$ cat config.mk
export PLATFORM = sky130hd
export DESIGN_NAME = axi_lite_copy_dma_flat
export DESIGN_NICKNAME = d
export VERILOG_FILES = /design/src/rtl/axi_lite_copy_dma_if.sv /design/src/rtl/axi_lite_copy_dma.sv /design/src/flat_wrapper.sv
export SDC_FILE = /design/constraint.sdc
export NUM_CORES = 1
export LEC_CHECK = 0
export CAP_MARGIN = 20
export CORE_MARGIN = 3
export CORE_UTILIZATION = 30
export DETAILED_ROUTE_END_ITERATION = 6
export DONT_BUFFER_PORTS = 1
export PLACE_DENSITY = 0.47
export SETUP_SLACK_MARGIN = 0.05
export SYNTH_ARGS = -nofsm -noshare
export SYNTH_HDL_FRONTEND = slang
export SYNTH_SLANG_ARGS = --single-unit
$ cat constraint.sdc
create_clock -name clk -period 2.4 [get_ports clk]
set_input_delay 0.48 -clock clk [delete_from_list [all_inputs] [get_ports clk]]
set_output_delay 0.48 -clock clk [all_outputs]
set_load 0.01 [all_outputs]
$ cat src/rtl/axi_lite_copy_dma_if.sv
// AXI4-Lite master-side signal bundle for the copy engine.
// The master modport faces the engine; the slave modport faces the RAM or interconnect.
interface axi_lite_copy_dma_if #(
   parameter int unsigned DATA_WIDTH = 32
) ();
   localparam int unsigned ADDR_WIDTH = 32;
   localparam int unsigned STRB_WIDTH = DATA_WIDTH / 8;

   logic [ADDR_WIDTH-1:0] m_axi_awaddr;
   logic                  m_axi_awvalid;
   logic                  m_axi_awready;
   logic [DATA_WIDTH-1:0] m_axi_wdata;
   logic [STRB_WIDTH-1:0] m_axi_wstrb;
   logic                  m_axi_wvalid;
   logic                  m_axi_wready;
   logic [1:0]            m_axi_bresp;
   logic                  m_axi_bvalid;
   logic                  m_axi_bready;
   logic [ADDR_WIDTH-1:0] m_axi_araddr;
   logic                  m_axi_arvalid;
   logic                  m_axi_arready;
   logic [DATA_WIDTH-1:0] m_axi_rdata;
   logic [1:0]            m_axi_rresp;
   logic                  m_axi_rvalid;
   logic                  m_axi_rready;

   modport master (
      output m_axi_awaddr, m_axi_awvalid, m_axi_wdata, m_axi_wstrb, m_axi_wvalid,
             m_axi_bready, m_axi_araddr, m_axi_arvalid, m_axi_rready,
      input  m_axi_awready, m_axi_wready, m_axi_bresp, m_axi_bvalid,
             m_axi_arready, m_axi_rdata, m_axi_rresp, m_axi_rvalid
   );

   modport slave (
      input  m_axi_awaddr, m_axi_awvalid, m_axi_wdata, m_axi_wstrb, m_axi_wvalid,
             m_axi_bready, m_axi_araddr, m_axi_arvalid, m_axi_rready,
      output m_axi_awready, m_axi_wready, m_axi_bresp, m_axi_bvalid,
             m_axi_arready, m_axi_rdata, m_axi_rresp, m_axi_rvalid
   );
endinterface

$ cat src/rtl/axi_lite_copy_dma.sv
// Single-channel AXI4-Lite word copy engine: read one word, write it, wait for the
// write response, advance; one transaction in flight, ascending addresses.
module axi_lite_copy_dma #(
   parameter int unsigned DATA_WIDTH = 32,
   parameter int unsigned LEN_WIDTH  = 16
) (
   input  logic                 clk,
   input  logic                 resetn,
   input  logic                 start,
   input  logic [31:0]          src_addr,
   input  logic [31:0]          dst_addr,
   input  logic [LEN_WIDTH-1:0] len_words,
   output logic                 busy,
   output logic                 done,
   output logic                 error,
   axi_lite_copy_dma_if.master  m_axi
);
   localparam int unsigned ADDR_WIDTH = 32;
   localparam int unsigned STRB_WIDTH = DATA_WIDTH / 8;
   localparam int unsigned WORD_BYTES = 4;

   typedef enum logic [2:0] {
      S_IDLE,
      S_RD_ADDR,
      S_RD_DATA,
      S_WR,
      S_WR_RESP,
      S_FINISH
   } state_t;

   state_t                r_state;
   logic [ADDR_WIDTH-1:0] r_src;
   logic [ADDR_WIDTH-1:0] r_dst;
   logic [LEN_WIDTH-1:0]  r_rem;
   logic [DATA_WIDTH-1:0] r_data;
   logic                  r_arvalid;
   logic                  r_rready;
   logic                  r_awvalid;
   logic                  r_wvalid;
   logic                  r_bready;
   logic                  r_aw_done;
   logic                  r_w_done;
   logic                  r_busy;
   logic                  r_done;
   logic                  r_error;

   logic w_ar_hs;
   logic w_r_hs;
   logic w_aw_hs;
   logic w_w_hs;
   logic w_b_hs;
   logic w_aw_done;
   logic w_w_done;

   assign w_ar_hs   = r_arvalid & m_axi.m_axi_arready;
   assign w_r_hs    = r_rready  & m_axi.m_axi_rvalid;
   assign w_aw_hs   = r_awvalid & m_axi.m_axi_awready;
   assign w_w_hs    = r_wvalid  & m_axi.m_axi_wready;
   assign w_b_hs    = r_bready  & m_axi.m_axi_bvalid;
   // Address and data handshakes may complete in either order or together
   assign w_aw_done = r_aw_done | w_aw_hs;
   assign w_w_done  = r_w_done  | w_w_hs;

   always_ff @(posedge clk) begin
      if (!resetn) begin
         r_state   <= S_IDLE;
         r_src     <= '0;
         r_dst     <= '0;
         r_rem     <= '0;
         r_data    <= '0;
         r_arvalid <= 1'b0;
         r_rready  <= 1'b0;
         r_awvalid <= 1'b0;
         r_wvalid  <= 1'b0;
         r_bready  <= 1'b0;
         r_aw_done <= 1'b0;
         r_w_done  <= 1'b0;
         r_busy    <= 1'b0;
         r_done    <= 1'b0;
         r_error   <= 1'b0;
      end else begin
         r_done <= 1'b0;
         case (r_state)
            S_IDLE: begin
               if (start) begin
                  r_src   <= src_addr & ~ADDR_WIDTH'(WORD_BYTES - 1);
                  r_dst   <= dst_addr & ~ADDR_WIDTH'(WORD_BYTES - 1);
                  r_rem   <= len_words;
                  r_error <= 1'b0;
                  r_busy  <= 1'b1;
                  if (len_words == '0) begin
                     r_state <= S_FINISH;
                  end else begin
                     r_arvalid <= 1'b1;
                     r_state   <= S_RD_ADDR;
                  end
               end
            end
            S_RD_ADDR: begin
               if (w_ar_hs) begin
                  r_arvalid <= 1'b0;
                  r_rready  <= 1'b1;
                  r_state   <= S_RD_DATA;
               end
            end
            S_RD_DATA: begin
               if (w_r_hs) begin
                  r_rready <= 1'b0;
                  r_data   <= m_axi.m_axi_rdata;
                  // A failed read aborts without writing that word
                  if (m_axi.m_axi_rresp != 2'b00) begin
                     r_error <= 1'b1;
                     r_state <= S_FINISH;
                  end else begin
                     r_awvalid <= 1'b1;
                     r_wvalid  <= 1'b1;
                     r_aw_done <= 1'b0;
                     r_w_done  <= 1'b0;
                     r_state   <= S_WR;
                  end
               end
            end
            S_WR: begin
               if (w_aw_hs) begin
                  r_awvalid <= 1'b0;
                  r_aw_done <= 1'b1;
               end
               if (w_w_hs) begin
                  r_wvalid <= 1'b0;
                  r_w_done <= 1'b1;
               end
               if (w_aw_done && w_w_done) begin
                  r_bready <= 1'b1;
                  r_state  <= S_WR_RESP;
               end
            end
            S_WR_RESP: begin
               if (w_b_hs) begin
                  r_bready <= 1'b0;
                  if (m_axi.m_axi_bresp != 2'b00) begin
                     r_error <= 1'b1;
                     r_state <= S_FINISH;
                  end else begin
                     r_src <= r_src + ADDR_WIDTH'(WORD_BYTES);
                     r_dst <= r_dst + ADDR_WIDTH'(WORD_BYTES);
                     r_rem <= r_rem - LEN_WIDTH'(1);
                     if (r_rem == LEN_WIDTH'(1)) begin
                        r_state <= S_FINISH;
                     end else begin
                        r_arvalid <= 1'b1;
                        r_state   <= S_RD_ADDR;
                     end
                  end
               end
            end
            S_FINISH: begin
               r_done  <= 1'b1;
               r_busy  <= 1'b0;
               r_state <= S_IDLE;
            end
            default: begin
               r_state <= S_IDLE;
            end
         endcase
      end
   end

   assign busy  = r_busy;
   assign done  = r_done;
   assign error = r_error;

   assign m_axi.m_axi_araddr  = r_src;
   assign m_axi.m_axi_arvalid = r_arvalid;
   assign m_axi.m_axi_rready  = r_rready;
   assign m_axi.m_axi_awaddr  = r_dst;
   assign m_axi.m_axi_awvalid = r_awvalid;
   assign m_axi.m_axi_wdata   = r_data;
   assign m_axi.m_axi_wstrb   = {STRB_WIDTH{1'b1}};
   assign m_axi.m_axi_wvalid  = r_wvalid;
   assign m_axi.m_axi_bready  = r_bready;
endmodule

$ cat src/flat_wrapper.sv
// flat-port wrapper written by rule: the top's interface ports become plain ports
module axi_lite_copy_dma_flat 
#(
   parameter int unsigned DATA_WIDTH = 32,
   parameter int unsigned LEN_WIDTH  = 16
)
  (clk, resetn, start, src_addr, dst_addr, len_words, busy, done, error, m_axi_m_axi_awaddr, m_axi_m_axi_awvalid, m_axi_m_axi_wdata, m_axi_m_axi_wstrb, m_axi_m_axi_wvalid, m_axi_m_axi_bready, m_axi_m_axi_araddr, m_axi_m_axi_arvalid, m_axi_m_axi_rready, m_axi_m_axi_awready, m_axi_m_axi_wready, m_axi_m_axi_bresp, m_axi_m_axi_bvalid, m_axi_m_axi_arready, m_axi_m_axi_rdata, m_axi_m_axi_rresp, m_axi_m_axi_rvalid);
  axi_lite_copy_dma_if #(.DATA_WIDTH(DATA_WIDTH)) m_axi_i ();
  input  logic clk;
  input  logic resetn;
  input  logic start;
  input  logic [31:0] src_addr;
  input  logic [31:0] dst_addr;
  input  logic [LEN_WIDTH-1:0] len_words;
  output logic busy;
  output logic done;
  output logic error;
  output wire logic [$bits(m_axi_i.m_axi_awaddr)-1:0] m_axi_m_axi_awaddr;
  output wire logic [$bits(m_axi_i.m_axi_awvalid)-1:0] m_axi_m_axi_awvalid;
  output wire logic [$bits(m_axi_i.m_axi_wdata)-1:0] m_axi_m_axi_wdata;
  output wire logic [$bits(m_axi_i.m_axi_wstrb)-1:0] m_axi_m_axi_wstrb;
  output wire logic [$bits(m_axi_i.m_axi_wvalid)-1:0] m_axi_m_axi_wvalid;
  output wire logic [$bits(m_axi_i.m_axi_bready)-1:0] m_axi_m_axi_bready;
  output wire logic [$bits(m_axi_i.m_axi_araddr)-1:0] m_axi_m_axi_araddr;
  output wire logic [$bits(m_axi_i.m_axi_arvalid)-1:0] m_axi_m_axi_arvalid;
  output wire logic [$bits(m_axi_i.m_axi_rready)-1:0] m_axi_m_axi_rready;
  input wire logic [$bits(m_axi_i.m_axi_awready)-1:0] m_axi_m_axi_awready;
  input wire logic [$bits(m_axi_i.m_axi_wready)-1:0] m_axi_m_axi_wready;
  input wire logic [$bits(m_axi_i.m_axi_bresp)-1:0] m_axi_m_axi_bresp;
  input wire logic [$bits(m_axi_i.m_axi_bvalid)-1:0] m_axi_m_axi_bvalid;
  input wire logic [$bits(m_axi_i.m_axi_arready)-1:0] m_axi_m_axi_arready;
  input wire logic [$bits(m_axi_i.m_axi_rdata)-1:0] m_axi_m_axi_rdata;
  input wire logic [$bits(m_axi_i.m_axi_rresp)-1:0] m_axi_m_axi_rresp;
  input wire logic [$bits(m_axi_i.m_axi_rvalid)-1:0] m_axi_m_axi_rvalid;
  assign m_axi_m_axi_awaddr = m_axi_i.m_axi_awaddr;
  assign m_axi_m_axi_awvalid = m_axi_i.m_axi_awvalid;
  assign m_axi_m_axi_wdata = m_axi_i.m_axi_wdata;
  assign m_axi_m_axi_wstrb = m_axi_i.m_axi_wstrb;
  assign m_axi_m_axi_wvalid = m_axi_i.m_axi_wvalid;
  assign m_axi_m_axi_bready = m_axi_i.m_axi_bready;
  assign m_axi_m_axi_araddr = m_axi_i.m_axi_araddr;
  assign m_axi_m_axi_arvalid = m_axi_i.m_axi_arvalid;
  assign m_axi_m_axi_rready = m_axi_i.m_axi_rready;
  assign m_axi_i.m_axi_awready = m_axi_m_axi_awready;
  assign m_axi_i.m_axi_wready = m_axi_m_axi_wready;
  assign m_axi_i.m_axi_bresp = m_axi_m_axi_bresp;
  assign m_axi_i.m_axi_bvalid = m_axi_m_axi_bvalid;
  assign m_axi_i.m_axi_arready = m_axi_m_axi_arready;
  assign m_axi_i.m_axi_rdata = m_axi_m_axi_rdata;
  assign m_axi_i.m_axi_rresp = m_axi_m_axi_rresp;
  assign m_axi_i.m_axi_rvalid = m_axi_m_axi_rvalid;
  axi_lite_copy_dma #(.DATA_WIDTH(DATA_WIDTH), .LEN_WIDTH(LEN_WIDTH)) u_core (.clk(clk), .resetn(resetn), .start(start), .src_addr(src_addr), .dst_addr(dst_addr), .len_words(len_words), .busy(busy), .done(done), .error(error), .m_axi(m_axi_i));
endmodule
==> run_results.csv <==
group,metric,value,unit
floorplanning,die_w,154,µm
drt,drt_iter0_markers,427,
placed_design,dpl_cell_area,7040,µm²
cts,cts_tree,"built",
critical_path,worstPathMaxFanout,6,
sta,hold_violations,0,
drt,drt-vias-per-instance,5.65,
final_layout,final_cell_mix,"nand2_1 (132), dfxtp_1 (121), a21oi_1 (102)",
sta,finalMaxSlewViolations,0,
grt,grt_max_degree,56,
grt,grt_overflow_total,0,
critical_path,crit_family,"simple AND/OR/NAND/NOR gates",
drt,wirelength,23700,µm
cts,cts_buffer_depth,2,
sta,fin_skew,0.0147,ns
synth,syn_inst,874,
final_layout,nNetsFinal,1001,
pwr,p_per_area,722,nW/µm²
critical_path,path_buf_inv,0,
cts,path_clk_slew,0.07,ns
final_layout,fill_cells,2243,
critical_path,cp_data_required_time,2.70,ns
synth,synth-async-reset-ratio,0,%
sta,slew_headroom,66.2,%
critical_path,r2r_cells,4,
final_layout,drive_gt1_share,12.5,%
min_path,hold_end,"u_core.m_axi.m_axi_wdata[16]",
min_path,holdCritPathClass,"input pin to flip-flop",
cts,cts_setup_buffers,0,
sta,hold_ws,0.171,ns
grt,antenna_found_initial,2,
synth,synth-edff-count,0,
floorplanning,rows,53,
floorplanning,ioPinCount,232,
cts,cts_made_buffers,17,
synth,avgSynthCellArea,7.48,µm²
drt,wl_per_cell,20.4,µm
synth,synth_area,6530,µm²
sta,tightest_slew,0.501,ns
floorplanning,core,21200,µm²
placed_design,gp_congestion,0.816,
grt,grt_first_pass_wirelength,36400,µm
sta,tns,0,ns
drt,dr.pass1.iters,7,
floorplanning,die_h,154,µm
critical_path,path_cells,"or3_1 > or4_4 > o41ai_1 > o22ai_1",
synth,synth-seq-cells,121,
critical_path,worstSetupEndpointType,"flip-flop",
final_layout,final_common_cell,"nand2_1",
min_path,holdPathStages,2,
final_layout,syn2layout_area_growth,16.6,%
cts,clockRootBuffer,"clkbuf_16",
flow_run,max_cap_violations,0,
sta,fin_crit_sh,87.7,%
placed_design,post-place-cells,1129,
synth,yosysUniqueCellTypes,64,
run_status,outcome,"complete, no violations",
final_layout,final_area,7620,µm²
placed_design,io_buffer_count,0,
min_path,hp-start,"m_axi_m_axi_rdata[16]",
placed_design,hpwl,16700,µm
placed_design,pre_cts_ws,0.245,ns
synth,synth_flop_cell,"dfxtp_1",
critical_path,r2r_start,"u_core.r_rem[8]",
critical_path,rr_endpoint,"u_core.m_axi.m_axi_arvalid",
pwr,finalPower,5.51,mW
synth,yosys_warnings,0,
pwr,ir_drop,0.445,mV
drt,drcViolationCount,0,
sta,fmax,0.475,GHz
final_layout,final_util,35.9,%
floorplanning,start_util,30.8,%
sta,rsz0062_at_grt,"false",
sta,setup-violations-final,0,
synth,yosysSeqAreaShare,37.1,%
pwr,p_leak,2.72,nW
cts,clock-sinks,121,
drt,vias,6568,
cts,cts.repair.resized,0,
floorplanning,die-area,23600,µm²
sta,fin_ws,0.294,ns
critical_path,start_kind,"flip-flop",
grt,grt_pass1_vias,6241,
grt,grt_use_total,19.4,%
critical_path,path_class,"flip-flop to flip-flop",
final_layout,stdcell_count,1163,
critical_path,r2r_slack,0.29,ns
sta,layout_min_cycle_time,2.11,ns
cts,htreeDepth,4,
cts,cts_hold_buf,0,
critical_path,slowest_stage,"o41ai_1",
critical_path,arrival,2.41,ns
drt,ant_nets,0,
critical_path,critPathMaxStageDelay,0.51,ns
cts,insertion_delay,0.43,ns
## logic make-up (layout without fill, tap and decap cells)
kind of cell               Yosys count  count (layout)  share of synthesized area [%]
and+or+nand+nor                    362             362                           26.8
AOI/OAI and AO/OA                  290             290                           28.0
DFF                                121             121                           37.1
buffers and inverters               85              91                           5.69
muxes                               10              10                           1.55
adders and majority gates            4               4                          0.766
other                                2              10                          0.115
## flip-flops by register name, indices dropped and copies added, names as in the netlist
register	count
u_core.m_axi.m_axi_wdata	32
u_core.m_axi.m_axi_araddr	30
u_core.m_axi.m_axi_awaddr	30
u_core.r_rem	16
u_core.r_state	3
u_core.busy	1
u_core.done	1
u_core.error	1
u_core.m_axi.m_axi_arvalid	1
u_core.m_axi.m_axi_awvalid	1
u_core.m_axi.m_axi_bready	1
u_core.m_axi.m_axi_rready	1
u_core.m_axi.m_axi_wvalid	1
u_core.r_aw_done	1
u_core.r_w_done	1
## metal layers
layer  global-route usage, %  wire, µm  part of all wire (%)  vias to the layer above
li1                        -         -                     -                     3202
met1                    24.6     10200                    43                     3092
met2                    31.6     11200                    47                      244
met3                    6.28      1790                   7.5                       28
met4                    5.85       430                   1.8                        2
met5                       0        17                 0.072                        -
## synthesized netlist by cell type, drive strengths merged, types with 7 or more instances
library cell | instances | area, µm²
nand2 | 132 | 495
dfxtp | 121 | 2420
a21oi | 103 | 515
nor2 | 80 | 300
o21ai | 59 | 295
clkbuf | 58 | 218
nand3 | 28 | 140
nor3 | 23 | 115
buf | 21 | 131
nand4 | 20 | 125
a31oi | 18 | 113
a22oi | 16 | 120
and2 | 16 | 100
and3 | 13 | 81.3
o22ai | 12 | 75.1
and4 | 11 | 96.3
mux2i | 9 | 90.1
nor4 | 9 | 62.6
o221a | 9 | 101
a211oi | 8 | 60.1
a311oi | 7 | 61.3
o211ai | 7 | 52.6
or3 | 7 | 45.1
## where the power goes
group	switching [mW]	total, mW	internal [mW]
sequential	0.186	2.31	2.13
clock	1.16	2.53	1.38
combinational	0.382	0.657	0.275
## cell type report
cell class | count | area, µm² | share of cell area [%]
Tap cell | 275 | 344 | 4.51
Sequential cell | 121 | 2420 | 31.8
Clock buffer | 17 | 425 | 5.58
Antenna cell | 2 | 5.00 | 0.0657
Inverter | 6 | 22.5 | 0.296
Clock inverter | 15 | 148 | 1.94
Multi-Input combinational cell | 674 | 3810 | 49.9
Timing Repair Buffer | 53 | 448 | 5.88
## worst max path at each step
stage / from / to / slack (ns) / cells past startpoint
global placement: m_axi_m_axi_bresp[1] / u_core.r_rem[8] / 0.26 / 5
global route: u_core.r_rem[8] / u_core.m_axi.m_axi_arvalid / 0.19 / 4
CTS: u_core.r_rem[8] / u_core.m_axi.m_axi_arvalid / 0.26 / 4
detailed placement: m_axi_m_axi_bresp[1] / u_core.r_rem[10] / 0.25 / 5
floorplan: u_core.m_axi.m_axi_araddr[2] / u_core.m_axi.m_axi_araddr[14] / 0.44 / 7
finish: u_core.r_rem[8] / u_core.m_axi.m_axi_arvalid / 0.29 / 4
No activity file was read; power rests on OpenSTA's default activity.
